## config.mk

```make
export PLATFORM = sky130hd
export DESIGN_NAME = seg_bcd_counter_display
export DESIGN_NICKNAME = d
export VERILOG_FILES = /design/src/rtl/seg_pkg.sv /design/src/rtl/seg_bcd_decoder.sv /design/src/rtl/seg_bcd_counter_display.sv
export SDC_FILE = /design/constraint.sdc
export NUM_CORES = 1
export LEC_CHECK = 0
export ABC_AREA = 1
export ABC_CLOCK_PERIOD_IN_PS = 3600
export BUFFER_PORTS_ARGS = -buffer_cell sky130_fd_sc_hd__buf_4
export CELL_PAD_IN_SITES_DETAIL_PLACEMENT = 1
export CELL_PAD_IN_SITES_GLOBAL_PLACEMENT = 1
export CORE_ASPECT_RATIO = 0.7
export CORE_MARGIN = 5
export CORE_UTILIZATION = 41
export CTS_CLUSTER_DIAMETER = 60
export CTS_CLUSTER_SIZE = 12
export DETAILED_ROUTE_END_ITERATION = 6
export PLACE_DENSITY_LB_ADDON = 0.1
export SYNTH_ARGS = -nofsm -noshare
export SYNTH_HDL_FRONTEND = slang
export SYNTH_SLANG_ARGS = --single-unit
```

## constraint.sdc

```tcl
create_clock -name clk -period 3.6 [get_ports clk]
set_input_delay 0.36 -clock clk [delete_from_list [all_inputs] [get_ports clk]]
set_output_delay 0.36 -clock clk [all_outputs]
set_load 0.02 [all_outputs]
```

## src/rtl/seg_pkg.sv

```systemverilog
// Shared constants for the BCD counter / seven-segment display slice.
// Segment patterns are active-low: bit7 = decimal point (kept off),
// bits [6:0] = g..a.
package seg_pkg;

   localparam logic [7:0] SEG_0     = 8'hC0;
   localparam logic [7:0] SEG_1     = 8'hF9;
   localparam logic [7:0] SEG_2     = 8'hA4;
   localparam logic [7:0] SEG_3     = 8'hB0;
   localparam logic [7:0] SEG_4     = 8'h99;
   localparam logic [7:0] SEG_5     = 8'h92;
   localparam logic [7:0] SEG_6     = 8'h82;
   localparam logic [7:0] SEG_7     = 8'hF8;
   localparam logic [7:0] SEG_8     = 8'h80;
   localparam logic [7:0] SEG_9     = 8'h90;
   localparam logic [7:0] SEG_BLANK = 8'hFF;

   localparam logic [3:0] BCD_MAX   = 4'd9;

endpackage

```

## src/rtl/seg_bcd_decoder.sv

```systemverilog
// Combinational BCD digit to active-low seven-segment pattern.
// Ports:
//   digit  in  4  BCD digit (values above 9 show as blank)
//   seg    out 8  active-low segments, bit7 = decimal point (always off)
module seg_bcd_decoder
   import seg_pkg::*;
(
   input  logic [3:0] digit,
   output logic [7:0] seg
);

   always_comb begin
      seg = SEG_BLANK;
      case (digit)
         4'd0:    seg = SEG_0;
         4'd1:    seg = SEG_1;
         4'd2:    seg = SEG_2;
         4'd3:    seg = SEG_3;
         4'd4:    seg = SEG_4;
         4'd5:    seg = SEG_5;
         4'd6:    seg = SEG_6;
         4'd7:    seg = SEG_7;
         4'd8:    seg = SEG_8;
         4'd9:    seg = SEG_9;
         default: seg = SEG_BLANK;
      endcase
   end

endmodule

```

## src/rtl/seg_bcd_counter_display.sv

```systemverilog
// Multi-digit BCD up/down counter driving a time-multiplexed
// seven-segment display.
// Ports:
//   clk        in  1              clock
//   rst        in  1              synchronous, active-low reset
//   en         in  1              count enable, sampled on tick
//   up_dn      in  1              1 = count up, 0 = count down
//   sat_mode   in  1              1 = saturate at limits, 0 = wrap
//   load       in  1              synchronous load strobe
//   load_val   in  4*NUM_DIGITS   BCD load value, digit 0 in [3:0]
//   blank_lz   in  1              1 = blank leading zeros
//   value      out 4*NUM_DIGITS   current BCD count
//   tc         out 1              one-cycle pulse on wrap/saturate hit
//   seg        out 8              active-low segments (bit7 = dp, off)
//   digit_sel  out NUM_DIGITS     active-low one-hot position select
module seg_bcd_counter_display
   import seg_pkg::*;
#(
   parameter int NUM_DIGITS = 6,
   parameter int TICK_DIV   = 50000000,
   parameter int SCAN_DIV   = 131072
)
(
   input  logic                    clk,
   input  logic                    rst,
   input  logic                    en,
   input  logic                    up_dn,
   input  logic                    sat_mode,
   input  logic                    load,
   input  logic [4*NUM_DIGITS-1:0] load_val,
   input  logic                    blank_lz,
   output logic [4*NUM_DIGITS-1:0] value,
   output logic                    tc,
   output logic [7:0]              seg,
   output logic [NUM_DIGITS-1:0]   digit_sel
);

   localparam int VW = 4 * NUM_DIGITS;
   localparam int TW = $clog2(TICK_DIV);
   localparam int SW = $clog2(SCAN_DIV);
   localparam int IW = (NUM_DIGITS > 1) ? $clog2(NUM_DIGITS) : 1;

   localparam logic [TW-1:0] TICK_LAST = TW'(TICK_DIV - 1);
   localparam logic [SW-1:0] SCAN_LAST = SW'(SCAN_DIV - 1);
   localparam logic [IW-1:0] IDX_LAST  = IW'(NUM_DIGITS - 1);

   logic [TW-1:0] tick_cnt;
   logic [SW-1:0] scan_cnt;
   logic [IW-1:0] idx;
   logic          tick;
   logic          scan_wrap;

   logic [VW-1:0] load_clamped;
   logic [VW-1:0] val_inc;
   logic [VW-1:0] val_dec;
   logic          all_nines;
   logic          all_zero;
   logic [3:0]    d_up;
   logic [3:0]    d_dn;

   logic [3:0]    cur_digit;
   logic [7:0]    dec_seg;
   logic          upper_zero;
   logic          blank;

   assign tick      = (tick_cnt == TICK_LAST);
   assign scan_wrap = (scan_cnt == SCAN_LAST);

   always_ff @(posedge clk) begin
      if (!rst) begin
         tick_cnt <= '0;
      end else if (tick) begin
         tick_cnt <= '0;
      end else begin
         tick_cnt <= tick_cnt + 1'b1;
      end
   end

   always_comb begin
      load_clamped = '0;
      for (int i = 0; i < NUM_DIGITS; i++) begin
         load_clamped[4*i +: 4] = (load_val[4*i +: 4] > BCD_MAX) ? BCD_MAX
                                                                  : load_val[4*i +: 4];
      end
   end

   // Ripple carry/borrow across digits. The carry-out of the increment
   // is exactly the all-9s condition and the borrow-out of the
   // decrement is exactly the all-zero condition, and the wrapped
   // results (all zeros / all nines) fall out of the ripple for free.
   always_comb begin
      val_inc   = value;
      val_dec   = value;
      all_nines = 1'b1;
      all_zero  = 1'b1;
      d_up      = '0;
      d_dn      = '0;
      for (int i = 0; i < NUM_DIGITS; i++) begin
         d_up = value[4*i +: 4];
         if (all_nines) begin
            if (d_up >= BCD_MAX) begin
               val_inc[4*i +: 4] = 4'd0;
            end else begin
               val_inc[4*i +: 4] = d_up + 4'd1;
               all_nines         = 1'b0;
            end
         end
         d_dn = value[4*i +: 4];
         if (all_zero) begin
            if (d_dn == 4'd0) begin
               val_dec[4*i +: 4] = BCD_MAX;
            end else begin
               val_dec[4*i +: 4] = d_dn - 4'd1;
               all_zero          = 1'b0;
            end
         end
      end
   end

   always_ff @(posedge clk) begin
      if (!rst) begin
         value <= '0;
         tc    <= 1'b0;
      end else if (load) begin
         value <= load_clamped;
         tc    <= 1'b0;
      end else if (tick && en) begin
         if (up_dn) begin
            tc <= all_nines;
            if (!(all_nines && sat_mode)) begin
               value <= val_inc;
            end
         end else begin
            tc <= all_zero;
            if (!(all_zero && sat_mode)) begin
               value <= val_dec;
            end
         end
      end else begin
         tc <= 1'b0;
      end
   end

   always_ff @(posedge clk) begin
      if (!rst) begin
         scan_cnt <= '0;
         idx      <= '0;
      end else if (scan_wrap) begin
         scan_cnt <= '0;
         idx      <= (idx == IDX_LAST) ? '0 : idx + 1'b1;
      end else begin
         scan_cnt <= scan_cnt + 1'b1;
      end
   end

   assign cur_digit = value[{idx, 2'b00} +: 4];

   // Walk from the most significant digit down; upper_zero at position i
   // means every digit at positions >= i is zero.
   always_comb begin
      upper_zero = 1'b1;
      blank      = 1'b0;
      for (int i = NUM_DIGITS - 1; i >= 0; i--) begin
         if (value[4*i +: 4] != 4'd0) begin
            upper_zero = 1'b0;
         end
         if ((i != 0) && (IW'(i) == idx) && upper_zero) begin
            blank = blank_lz;
         end
      end
   end

   seg_bcd_decoder u_dec (
      .digit (cur_digit),
      .seg   (dec_seg)
   );

   // Both display registers are loaded from the same idx so segment
   // data and position select always move together.
   always_ff @(posedge clk) begin
      if (!rst) begin
         seg       <= SEG_0;
         digit_sel <= ~NUM_DIGITS'(1);
      end else begin
         seg       <= blank ? SEG_BLANK : dec_seg;
         digit_sel <= ~(NUM_DIGITS'(1) << idx);
      end
   end

endmodule

```

## After elaboration in Yosys (flattened, before gate mapping)

Memory sizes are Yosys's and may differ from the RTL's.
Cells that the tools add are included.

- Add/sub/neg operators: 15
- Multipliers: 0
- Div/mod/pow operators: 0
- Magnitude comparators: 12
- Eq/ne operators: 15
- Shift-type cells: 2
- Multiplexer cells: 68
- Bitwise logic cells: 3
- Reduce and logical (&&, ||, !) cells: 35

Operators by type and width:

| kind | count |
|---|---|
| $mux 24 | 5 |
| $mux 4 | 28 |
| $mux 1 | 33 |
| $add 26x1->26 const B | 1 |
| $eq 26x26->1 const B | 1 |
| $reduce_and 5->1 | 5 |
| $add 4x1->4 const B | 6 |
| $ge 4x4->1 const B | 6 |
| $gt 4x4->1 const B | 6 |
| $logic_not 4->1 | 6 |
| $shiftx 24x6->4 | 1 |
| $sub 4x1->4 const B | 6 |
| $reduce_bool 4->1 | 5 |
| $add 17x1->17 const B | 1 |
| $eq 17x17->1 const B | 1 |
| $ne 3x1->1 const B | 5 |
| $reduce_bool 3->1 | 5 |
| $logic_and 1x1->1 | 8 |
| $eq 2x3->1 const A | 2 |
| $eq 3x3->1 const A | 2 |
| $mux 6 | 1 |
| $ne 3x3->1 const B | 2 |
| $not 6->6 | 1 |
| $reduce_or 2->1 | 3 |
| 9 further kinds | 10 |

- Register bits after elaboration: 85
- Bits in latches: 0
- RAM bits: 0
- Memory bits (read-only): 112
- Bits of input ports: 31
- Output and inout port bits: 39
- Logic and storage cells: 164
- Memories: 1

Memories:

| memory | words | width | rd ports | clocked after Yosys merged registers in | wr ports | RTL line | source |
|---|---|---|---|---|---|---|---|
| (no name shown) | 16 | 7 | 1 | 0 | 0 | seg_bcd_decoder.sv:14 | `case (digit)` |

## Depth between registers and ports, before layout

- Depth after elaboration: 12
- Depth in mapped cells: 16

## Cells and area by module

A second synthesis with hierarchy kept.

- Cells, all modules: 807
- Area, all modules: 5632.9 µm²

By module, submodules not included:

| module | times used | cells an instance | area each (µm²) |
|---|---|---|---|
| seg_bcd_counter_display | 1 | 770 | 5434.0 |
| seg_bcd_decoder | 1 | 37 | 198.9 |

## Least setup slack after synthesis

Ideal clock, no wire load.

- Kind: reg-to-reg
- Start: reg scan_cnt[0]
- End: reg idx[2]
- Arrival time: 2.333 ns
- Slack: 1.134 ns
- Cell stages (with the launch flop): 17
- Path buffers: 1
- Clock period less this slack: 2.466 ns
- Cell sequence: dfxtp_1 > ha_1 > nand2_1 > nor2_2 > nand2_1 > nor2_1 > nand2_1 > nor3_2 > nand3_1 > nor3_1 > nand3_1 > nor2_1 > ha_1 > nor2_1 > inv_1 > clkbuf_1 > o22ai_1

- Word-level cells in the longest chain between the ends: 1

RTL lines:

| what | RTL line | source |
|---|---|---|
| start: declaration | seg_bcd_counter_display.sv:48 | `logic [SW-1:0] scan_cnt;` |
| start signal: assignment | seg_bcd_counter_display.sv:152 | `scan_cnt <= scan_cnt + 1'b1;` |
| $eq 17x17->1 | seg_bcd_counter_display.sv:67 | `assign scan_wrap = (scan_cnt == SCAN_LAST);` |
| end signal: assignment | seg_bcd_counter_display.sv:150 | `idx <= (idx == IDX_LAST) ? '0 : idx + 1'b1;` |
| end: declaration | seg_bcd_counter_display.sv:49 | `logic [IW-1:0] idx;` |

Every way passes these cells.
A chain may end at the register's enable or synchronous reset.

## Worst setup path after layout

- Start: reg scan_cnt[0]
- End: reg scan_cnt[8]

- Word-level cells in the longest chain between the ends: 2
- Elaborated cells between the ends (all ways): 3
- Classes of those cells: add/sub (1); eq/ne (1); reduce/logical (1)

RTL lines:

| what |
|---|
| branches (longest 2 deep; another with $add 17x1->17) |

Several ways; the timed one is not identified.

==> results_dict.tcl <==
set metrics [dict create \
    area_growth_syn_to_layout_pct 17.6 \
    ir_drop_v 0.000261 \
    io_buffers 68 \
    die-area_um2 15700 \
    cts_tree "yes" \
    synthArstFlopShare 0 \
    period_minus_slack_ns 2.89 \
    power_w 0.00258 \
    drv_slew 0 \
    comb_power_share 0.200 \
    worstPathArrival_ns 3.11 \
    internal-power_w 0.00177 \
    grt_pass1_wl_um 29400 \
    clock_path_buffers 2 \
    yosysSeqAreaShare 0.309 \
    leakage_nw 2.86 \
    synth_most_common_cell "nand2_1" \
    antenna_found_initial 0 \
    skew_ns 0.0103 \
    gp_congestion 0.858 \
    power.switching_w 0.000815 \
    drt-initial-drc-count 274 \
    vias 5666 \
    setup_slack_ns 0.707 \
    cp_max_fo 12 \
    fmax_mhz 346 \
    synth_seq_cells 84 \
    syn-num-nets 890 \
    grt-ovfl-total 0 \
    final_cells 1065 \
    switching_share 0.315 \
    rsz0062_at_grt "false" \
    post_cts_resized 0 \
    root_buffer "clkbuf_16" \
    post-route-period-util 0.804 \
    min_path_type "primary input to flop" \
    htree_num_levels 3 \
    ant_nets 0 \
    place_hpwl_um 13500 \
    synthTopCellsByCount "nand2_1, nor2_1, inv_1" \
    io_pins 70 \
    initial_core_util 0.416 \
    synth_top_area_share 0.309 \
    via_per_inst 5.32 \
    antenna_cells 0 \
    start_kind "flop" \
    die_y_um 106 \
    cts_setup_buffers 0 \
    synth_cell_types 46 \
    dr.pass1.iters 5 \
    tns_ns 0 \
    dp_cells 1049 \
    dieWidth_um 148 \
    wl_per_cell_um 16.5 \
    num_rows 35 \
    relSlewSlack 0.394 \
    worstMarginPinSlew_ns 0.906 \
    cts_sinks 84 \
    clk_pin_slew_ns 0.07 \
    layout.nets 953 \
    drc 0 \
    crit_path_end_kind "flop" \
    clk_latency_ns 0.35 \
    post-route-util 0.489 \
    maxCapViolCount 0 \
    core_um2 13100 \
    drive_gt1_frac 0.130 \
    dp_slack_ns 0.794 \
    final-setup-viol-count 0 \
    path_class "flop to flop" \
    synth_area_leaders "dfxtp_1, nand2_1, nor2_1" \
    grtUsageTotal 0.228 \
    cts_buffers 9 \
    grt_start_max_net_pins 36 \
    cellPowerDensity_nw_per_um2 404 \
    synth_area_um2 5450 \
    drt_wl_total_um 17600 \
    clkPwrFrac 0.403 \
    status "finished clean" \
    yosys_warnings 0 \
    synth_largest_area_cell "dfxtp_1" \
    synth_edf_count 0 \
    seq_power_share 0.397 \
    hold_violations 0 \
    ctsHoldBuffers 0 \
    crit_required_ns 3.81 \
    ys.flop_type "dfxtp_1" \
    synth_area_per_cell_um2 6.55 \
    grt_pass1_vias 5971 \
    syn_inst 831 \
]
[power groups by stage]
stage                     clock network [W]  registers (W)  logic [W]
after floorplan                           0        0.00106   0.000308
after global placement                    0        0.00104   0.000493
after detailed placement                  0        0.00105   0.000511
after CTS                           0.00107        0.00103   0.000517
after global routing                0.00110        0.00103   0.000572
final                               0.00104        0.00103   0.000516
[placed cells by master, fill, tap and decap left out, types with 4 or more instances in the layout]
cell type  count
nand2_1      180
nor2_1       137
inv_1        108
dfxtp_1       84
buf_4         69
nand3_1       52
o21ai_0       44
a21oi_1       33
nor3_1        31
ha_1          28
xor2_1        15
a22oi_1       10
nand4_1       10
clkbuf_16      9
nor2_2         8
a31oi_1        7
o211ai_1       7
xnor2_1        6
nor3b_1        6
nand4_2        5
or2_2          4
inv_2          4
[registers in the layout, summed over array words and instances (netlist names)]
name / cells
digit_sel: 6
idx: 3
scan_cnt: 17
seg: 7
tc: 1
tick_cnt: 26
value: 24
[layout make-up]
class                           count  area (µm²)
Clock inverter                      6        96.3
Sequential cell                    84        1680
Clock buffer                       10         229
Timing Repair Buffer               69         518
Fill cell                        1763        6690
Tap cell                          166         208
Multi-Input combinational cell    616        3240
Inverter                          114         429
[through the flow]
step	hold WS, ns	area [µm²]
6_report	0.359	6400
5_1_grt	0.389	6400
4_1_cts	0.356	6400
3_5_place_dp	0.445	6080
3_3_place_gp	0.428	6080
2_1_floorplan	0.418	5450
[worst paths after layout]
check / to / start / slack (ns) / depth (start not counted)
setup / recovery: scan_cnt[8] / scan_cnt[0] / 0.71 / 15
hold reg to reg: scan_cnt[0] / scan_cnt[0] / 0.46 / 1
hold / removal: value[3] / load_val[3] / 0.36 / 3
setup reg to reg: scan_cnt[8] / scan_cnt[0] / 0.71 / 15
[per-layer routing]
| layer | GRT usage | up-vias | part of all wire |
|---|---|---|---|
| met5 | 0 | - | 0 |
| met3 | 0.0422 | 20 | 0.036 |
| met1 | 0.280 | 2732 | 0.47 |
| li1 | - | 2825 | - |
| met4 | 0.0565 | 0 | 0.015 |
| met2 | 0.411 | 89 | 0.48 |
[worst max-delay path, cell delays in order (launching register included)]
cell and delay [ns]:
dfxtp_1 0.36, ha_1 0.19, nand2_1 0.08, nor2_2 0.12
nand2_1 0.06, nor2_1 0.16, nand2_1 0.12, nor3_2 0.18
nand3_1 0.14, nor3_1 0.23, nand3_1 0.10, nor2_1 0.10
ha_1 0.25, nor2_1 0.16, inv_1 0.35, nor3_1 0.13
[kinds of logic after synthesis]
kind of cell	synth area share
buffers and inverters	0.0963
other	0.000689
XOR/XNOR	0.0338
flip-flops	0.309
adder cells (fa/ha/maj)	0.0643
AO/OA/AOI/OAI	0.126
AND/OR/NAND/NOR	0.371
No activity file was read; power rests on OpenSTA's default activity.
